## config.mk

```make
export PLATFORM = sky130hd
export DESIGN_NAME = mmio_gpio_bank
export DESIGN_NICKNAME = d
export VERILOG_FILES = /design/src/rtl/mmio_gpio_bank.sv
export SDC_FILE = /design/constraint.sdc
export NUM_CORES = 1
export LEC_CHECK = 0
export CAP_MARGIN = 10
export CORE_ASPECT_RATIO = 0.7
export CORE_MARGIN = 4
export CORE_UTILIZATION = 41
export DETAILED_ROUTE_END_ITERATION = 6
export PLACE_DENSITY_LB_ADDON = 0.08
export SLEW_MARGIN = 30
export SYNTH_ARGS = -nofsm -noshare
export SYNTH_HDL_FRONTEND = slang
export SYNTH_SLANG_ARGS = --single-unit
```

## constraint.sdc

```tcl
create_clock -name clk -period 4.2 [get_ports clk]
set_input_delay 1.26 -clock clk [delete_from_list [all_inputs] [get_ports clk]]
set_output_delay 1.26 -clock clk [all_outputs]
set_load 0.005 [all_outputs]
```

## src/rtl/mmio_gpio_bank.sv

```systemverilog
// Memory-mapped GPIO bank: OUT/DIR with atomic set/clear/toggle, synchronised inputs, edge interrupts.
// Edge-interrupt logic (EN_RISE, EN_FALL, PEND, irq) is built only when GPIO_IRQ_EN is defined.
module mmio_gpio_bank #(
  parameter int          WIDTH       = 8,
  parameter logic [31:0] BASE_ADDR   = 32'h1200_0000,
  parameter logic [31:0] RESET_OUT   = 32'h0000_00F9,
  parameter logic [31:0] RESET_DIR   = 32'h0000_00FF,
  parameter int          SYNC_STAGES = 2
) (
  input  logic             clk,
  input  logic             reset,
  input  logic             mem_valid,
  input  logic [31:0]      mem_addr,
  input  logic [3:0]       mem_wstrb,
  input  logic [31:0]      mem_wdata,
  output logic [31:0]      mem_rdata,
  output logic             mem_ready,
  output logic             sel,
  input  logic [WIDTH-1:0] gpio_in,
  output logic [WIDTH-1:0] gpio_out,
  output logic [WIDTH-1:0] gpio_oe,
  output logic             irq
);

  localparam logic [3:0] REG_OUT     = 4'h0;
  localparam logic [3:0] REG_SET     = 4'h1;
  localparam logic [3:0] REG_CLR     = 4'h2;
  localparam logic [3:0] REG_TGL     = 4'h3;
  localparam logic [3:0] REG_DIR     = 4'h4;
  localparam logic [3:0] REG_IN      = 4'h5;
  localparam logic [3:0] REG_EN_RISE = 4'h6;
  localparam logic [3:0] REG_EN_FALL = 4'h7;
  localparam logic [3:0] REG_PEND    = 4'h8;
  localparam logic [3:0] REG_INFO    = 4'h9;

  logic [WIDTH-1:0] out_q, dir_q;
  logic [WIDTH-1:0] sync_q [SYNC_STAGES];
  logic [WIDTH-1:0] sync_in;
  logic [WIDTH-1:0] en_rise_q, en_fall_q, pend_q;
  logic             accept, write_en, has_irq;
  logic [3:0]       reg_idx;
  logic [31:0]      lane_mask, wbits32, rd_val;
  logic [WIDTH-1:0] lane_w, wbits;
  logic             unused_bits;

  assign sel       = (mem_addr[31:6] == BASE_ADDR[31:6]);
  assign accept    = mem_valid & sel & ~mem_ready;
  assign write_en  = accept & (mem_wstrb != 4'b0000);
  assign reg_idx   = mem_addr[5:2];
  assign lane_mask = {{8{mem_wstrb[3]}}, {8{mem_wstrb[2]}}, {8{mem_wstrb[1]}}, {8{mem_wstrb[0]}}};
  assign wbits32   = mem_wdata & lane_mask;
  assign lane_w    = lane_mask[WIDTH-1:0];
  assign wbits     = wbits32[WIDTH-1:0];
  assign sync_in   = sync_q[SYNC_STAGES-1];
  assign gpio_out  = out_q;
  assign gpio_oe   = dir_q;

  assign unused_bits = ^{mem_addr[1:0], wbits32, lane_mask};

  always_ff @(posedge clk or posedge reset) begin
    if (reset) begin
      out_q <= RESET_OUT[WIDTH-1:0];
      dir_q <= RESET_DIR[WIDTH-1:0];
    end else if (write_en) begin
      case (reg_idx)
        REG_OUT: out_q <= (out_q & ~lane_w) | wbits;
        REG_SET: out_q <= out_q | wbits;
        REG_CLR: out_q <= out_q & ~wbits;
        REG_TGL: out_q <= out_q ^ wbits;
        REG_DIR: dir_q <= (dir_q & ~lane_w) | wbits;
        default: ;
      endcase
    end
  end

  // Pins are asynchronous; only the last stage is used by IN and the edge detector.
  always_ff @(posedge clk or posedge reset) begin
    if (reset) begin
      for (int i = 0; i < SYNC_STAGES; i++) sync_q[i] <= '0;
    end else begin
      sync_q[0] <= gpio_in;
      for (int i = 1; i < SYNC_STAGES; i++) sync_q[i] <= sync_q[i-1];
    end
  end

`ifdef GPIO_IRQ_EN
  logic [WIDTH-1:0] prev_q, rise, fall, pend_set;

  assign rise     = sync_in & ~prev_q;
  assign fall     = ~sync_in & prev_q;
  assign pend_set = (rise & en_rise_q) | (fall & en_fall_q);
  assign irq      = |pend_q;
  assign has_irq  = 1'b1;

  // A fresh edge in the same cycle as a W1C keeps the pending bit set.
  always_ff @(posedge clk or posedge reset) begin
    if (reset) begin
      prev_q    <= '0;
      en_rise_q <= '0;
      en_fall_q <= '0;
      pend_q    <= '0;
    end else begin
      prev_q <= sync_in;
      if (write_en && reg_idx == REG_EN_RISE) en_rise_q <= (en_rise_q & ~lane_w) | wbits;
      if (write_en && reg_idx == REG_EN_FALL) en_fall_q <= (en_fall_q & ~lane_w) | wbits;
      if (write_en && reg_idx == REG_PEND) pend_q <= (pend_q & ~wbits) | pend_set;
      else                                 pend_q <= pend_q | pend_set;
    end
  end
`else
  assign en_rise_q = '0;
  assign en_fall_q = '0;
  assign pend_q    = '0;
  assign irq       = 1'b0;
  assign has_irq   = 1'b0;
`endif

  always_comb begin
    rd_val = '0;
    case (reg_idx)
      REG_OUT, REG_SET, REG_CLR, REG_TGL: rd_val[WIDTH-1:0] = out_q;
      REG_DIR:     rd_val[WIDTH-1:0] = dir_q;
      REG_IN:      rd_val[WIDTH-1:0] = sync_in;
      REG_EN_RISE: rd_val[WIDTH-1:0] = en_rise_q;
      REG_EN_FALL: rd_val[WIDTH-1:0] = en_fall_q;
      REG_PEND:    rd_val[WIDTH-1:0] = pend_q;
      REG_INFO:    rd_val = {23'h0, has_irq, 8'(WIDTH)};
      default:     ;
    endcase
  end

  // Ready is high only in the cycle after an accept, which also blocks back-to-back accepts.
  always_ff @(posedge clk or posedge reset) begin
    if (reset) begin
      mem_ready <= 1'b0;
      mem_rdata <= '0;
    end else begin
      mem_ready <= accept;
      mem_rdata <= accept ? rd_val : '0;
    end
  end

endmodule

```

==> impl.org, run 1 <==
** Run status
- The run finished with clean final reports.

** Setup path
- Required time of the worst setup path :: 2.94 ns
- Critical setup path kind :: input port to output port
- Arrival time reported for the critical path endpoint :: 2.70 ns
- Endpoint class of the critical path :: output port
- Of all nets on the critical path, the largest fanout is 2.
- The worst setup path is launched from an input port.

** Place
- Worst setup timing slack at the placement stage :: -0.0257 ns
- Placer's final routability congestion estimate :: 0.804
- HPWL after DPL :: 4220 um
- Number of port buffers :: 78

** Synthesis
- After synthesis the netlist holds a flip-flop and latch count of 41.
- Library cells used by synthesis :: 35
- The cell count after synthesis came out at 216.
- XOR/XNOR Fraction of Synth Area :: 0
- Avg Inst Size Synth :: 10.4 sq um
- Compound-gate portion of the synthesized area :: 0.131
- Synth Area in Adders :: 0.0447
- The share of the Yosys chip area taken by registers is 0.466.
- After synthesis the cells add up to 2240 sq um.
- After synthesis, the share of cell area in mux cells is 0.0805.
- The Yosys step of the flow raised 0 warnings.
- Area share of and/or/nand/nor cells after synthesis :: 0.168
- After synthesis, the largest family of logic cells by area is simple AND/OR/NAND/NOR gates.

** Power and ir drop
- In this run the power spent charging and discharging nets is 0.197 mW.
- Summed over all cells, the static leakage comes to 1.40 nW.
- Clk pwr share :: 0.428
- Seq pwr share :: 0.450
- VDD sags by at most 194 uV.
- Sw frac :: 0.219
- Power share of the combinational group :: 0.122
- Dividing total power by cell area gives a power density of 281 nW/um^2.
- Cell internal power was estimated by the tool at 0.702 mW.

** Detailed routing
- After detailed routing, the average wire length per cell comes to 15.0 um.
- The first TritonRoute pass finished after 4 iterations.
- Final antenna-violating net count :: 0
- First-iteration detailed-routing DRC count :: 48
- Vias per std cell :: 4.85
- Total number of vias :: 1829
- Number of remaining DRC errors :: 0
- Overall routed net length :: 5640 um

** Clock tree
- Counting the buffers created by CTS gives 5.
- Clock latency of the later-clocked register in the worst-skew pair :: 0.29 ns
- Hold repair after CTS inserted 0 buffers.
- Post-CTS timing repair inserted 0 buffers for setup.
- Count of clock tree sinks :: 41
- No sink is reached through more buffers than the 2 on the longest clock path.
- TritonCTS built the clock tree.
- The H-tree was split into 2 levels.
- Library cell used as clock root buffer :: sky130_fd_sc_hd__clkbuf_8
- Clock-pin slew was measured on the worst setup and hold paths at 0.08 ns.

** Final layout
- Of the cells placed in the final design, the portion with a size suffix greater than 1 is 0.177.
- The filler cells instantiated in the layout total 457.
- Area occupied by multi-input gates :: 1040 sq um
- Area taken by flip-flops and latches :: 1040 sq um
- Final core area utilization :: 0.609
- At the end of the flow, the number of nets in the layout was 391.
- Synthesis-to-finish area growth :: 43.0%
- 0 antenna diodes ended up in the layout.

** Floorplanning
- Core region area :: 5260 sq um
- The die is 96.3 um wide.
- Pin placement for this block handled 130 I/O pins.
- The die covers 6720 sq um.
- Y dimension of the die :: 69.8 um
- In this run the core area contains 22 standard-cell rows.
- Initial core utilization :: 0.426

** STA
- Accumulated negative setup slack :: 0 ns
- Final hold viol count :: 0
- Slew Viols, Final :: 0
- The worst path meets setup with 0.240 ns of slack.
- Slew at the pin closest to its max-slew limit :: 0.690 ns
- Setup repair after global routing left no endpoint under its margin.
- Timing would allow up to 253 MHz.
- Final Cycle Share :: 0.943
- Setup violations remaining at the end of the flow were counted as 0.
- The worst path needs 3.96 ns of the cycle, external delays included.
- In this run the tightest slew margin relative to its limit is 0.537.
- Worst-case clock skew :: 0.00377 ns

** Global routing
- Total Routing Usage GR :: 0.167
- Initial antenna violation count :: 0
- Wire length of the first global-routing pass :: 8820 um
- The via count of the first global-routing pass is 1756.
- Largest net degree at the start of global routing :: 42
- After global routing the overflow that remains totals 0.

** Worst hold path
- Worst hold-check path type :: register to register

** Job
- Across the run, the number of max-cap violations was 0.
==> path summary, 6_finish.rpt <==
path / cells past startpoint / end / startpoint / slack (ns)
max in group asynchronous: 3 / gpio_out[7] / reset / 2.45
max: 5 / sel / mem_addr[21] / 0.24
min reg2reg: 0 / sync_in[0] / sync_q[8] / 0.35
min in group asynchronous: 3 / gpio_out[1] / reset / 1.38
min: 0 / sync_in[0] / sync_q[8] / 0.35
max reg2reg: 3 / gpio_out[1] / mem_ready / 2.44
==> through the flow <==
stage / hold WS [ns] / power (mW) / cell area [sq um] / cells
2_1_floorplan: 0.331 / 0.473 / 2330 / 240
3_3_place_gp: 0.334 / 0.519 / 3060 / 369
3_5_place_dp: 0.335 / 0.521 / 3060 / 369
4_1_cts: 0.354 / 0.905 / 3200 / 377
5_1_grt: 0.359 / 0.938 / 3200 / 377
6_report: 0.352 / 0.899 / 3200 / 377
==> final cells by class <==
type | count | area share
Clock buffer | 5 | 0.0215
Timing Repair Buffer | 90 | 0.272
Inverter | 4 | 0.00469
Clock inverter | 3 | 0.0215
Multi-Input combinational cell | 162 | 0.326
Sequential cell | 41 | 0.326
Tap cell | 72 | 0.0282
==> worst max-delay path: stages <==
cell and delay, ns:
sky130_fd_sc_hd__clkdlybuf4s50_1 0.39, sky130_fd_sc_hd__or4_1 0.55, sky130_fd_sc_hd__nand3b_4 0.18, sky130_fd_sc_hd__nor2_1 0.08, sky130_fd_sc_hd__dlygate4sd2_1 0.25
==> cells in the final DEF (no fill, tap or decap), types with 2 or more instances in the layout <==
cell and instances:
sky130_fd_sc_hd__mux2_2 15, sky130_fd_sc_hd__clkdlybuf4s50_1 77, sky130_fd_sc_hd__nor4_1 4, sky130_fd_sc_hd__ha_1 8
sky130_fd_sc_hd__dfrtp_1 27, sky130_fd_sc_hd__bufinv_16 2, sky130_fd_sc_hd__conb_1 25, sky130_fd_sc_hd__inv_1 4
sky130_fd_sc_hd__buf_4 12, sky130_fd_sc_hd__nand2b_1 2, sky130_fd_sc_hd__nand2_1 25, sky130_fd_sc_hd__a21oi_1 15
sky130_fd_sc_hd__nor4_4 2, sky130_fd_sc_hd__and3_1 7, sky130_fd_sc_hd__nor2_1 4, sky130_fd_sc_hd__dfstp_2 14
sky130_fd_sc_hd__a22oi_1 8, sky130_fd_sc_hd__nor2b_1 8, sky130_fd_sc_hd__clkbuf_8 5, sky130_fd_sc_hd__o21ai_0 24
==> metal layers <==
layer | global-route usage | wire length (um) | vias to the layer above
li1 | - | - | 888
met1 | 0.244 | 2620 | 870
met2 | 0.253 | 2500 | 68
met3 | 0.0466 | 498 | 3
met4 | 0.0233 | 14 | 0
met5 | 0 | 0 | -
==> cells in the mapped netlist <==
cell,number,share of area
sky130_fd_sc_hd__dfrtp_1,27,0.30
sky130_fd_sc_hd__buf_4,25,0.084
sky130_fd_sc_hd__nand2_1,25,0.042
sky130_fd_sc_hd__o21ai_0,24,0.054
sky130_fd_sc_hd__a21oi_1,15,0.034
sky130_fd_sc_hd__mux2_2,15,0.076
sky130_fd_sc_hd__dfstp_2,14,0.16
sky130_fd_sc_hd__a22oi_1,8,0.027
sky130_fd_sc_hd__ha_1,8,0.045
sky130_fd_sc_hd__nor2b_1,8,0.022
sky130_fd_sc_hd__and3_1,7,0.020
sky130_fd_sc_hd__clkbuf_1,6,0.010
sky130_fd_sc_hd__inv_1,4,0.0067
sky130_fd_sc_hd__nor2_1,4,0.0067
sky130_fd_sc_hd__nor4_1,4,0.011
sky130_fd_sc_hd__nand2b_1,2,0.0056
sky130_fd_sc_hd__nor4_4,2,0.019
sky130_fd_sc_hd__a2111o_1,1,0.0050
sky130_fd_sc_hd__a21o_1,1,0.0034
sky130_fd_sc_hd__a222oi_1,1,0.0045
sky130_fd_sc_hd__buf_1,1,0.0017
sky130_fd_sc_hd__buf_6,1,0.0050
sky130_fd_sc_hd__conb_1,1,0.0017
sky130_fd_sc_hd__mux2_1,1,0.0050
sky130_fd_sc_hd__nand3b_1,1,0.0034
sky130_fd_sc_hd__nand3b_4,1,0.0089
sky130_fd_sc_hd__nand4_1,1,0.0028
sky130_fd_sc_hd__nor3_1,1,0.0022
sky130_fd_sc_hd__nor3b_1,1,0.0034
sky130_fd_sc_hd__nor4b_1,1,0.0039
sky130_fd_sc_hd__nor4b_2,1,0.0067
sky130_fd_sc_hd__nor4bb_1,1,0.0045
sky130_fd_sc_hd__o41ai_1,1,0.0039
sky130_fd_sc_hd__or2_2,1,0.0028
sky130_fd_sc_hd__or4_1,1,0.0034
==> kinds of logic after synthesis <==
| group | count (synthesis) |
|---|---|
| flops | 41 |
| compound gates | 51 |
| fa+ha+maj | 8 |
| buf+inv | 37 |
| mux | 16 |
| simple gates | 62 |
| other cells | 1 |
==> power groups by stage <==
stage	registers, mW	clock network, mW	logic [mW]
3_3_place_gp	0.412	0	0.107
3_5_place_dp	0.412	0	0.109
2_1_floorplan	0.411	0	0.0615
5_1_grt	0.405	0.410	0.123
6_report	0.405	0.385	0.110
4_1_cts	0.405	0.390	0.110
==> repair_timing <==
action | in CTS | in global routing
gates resized for setup | 1 | 0
hold endpoints to repair | 0 | 0
setup endpoints to repair | 1 | 0
Power figures use the tool's default switching activity.
==> inputs of run 2 (changes only) <==
- TNS_END_PERCENT: default -> 100
==> results of run 2 <==
Same layout as run 1: the final DEF is identical, and so are final timing and power.
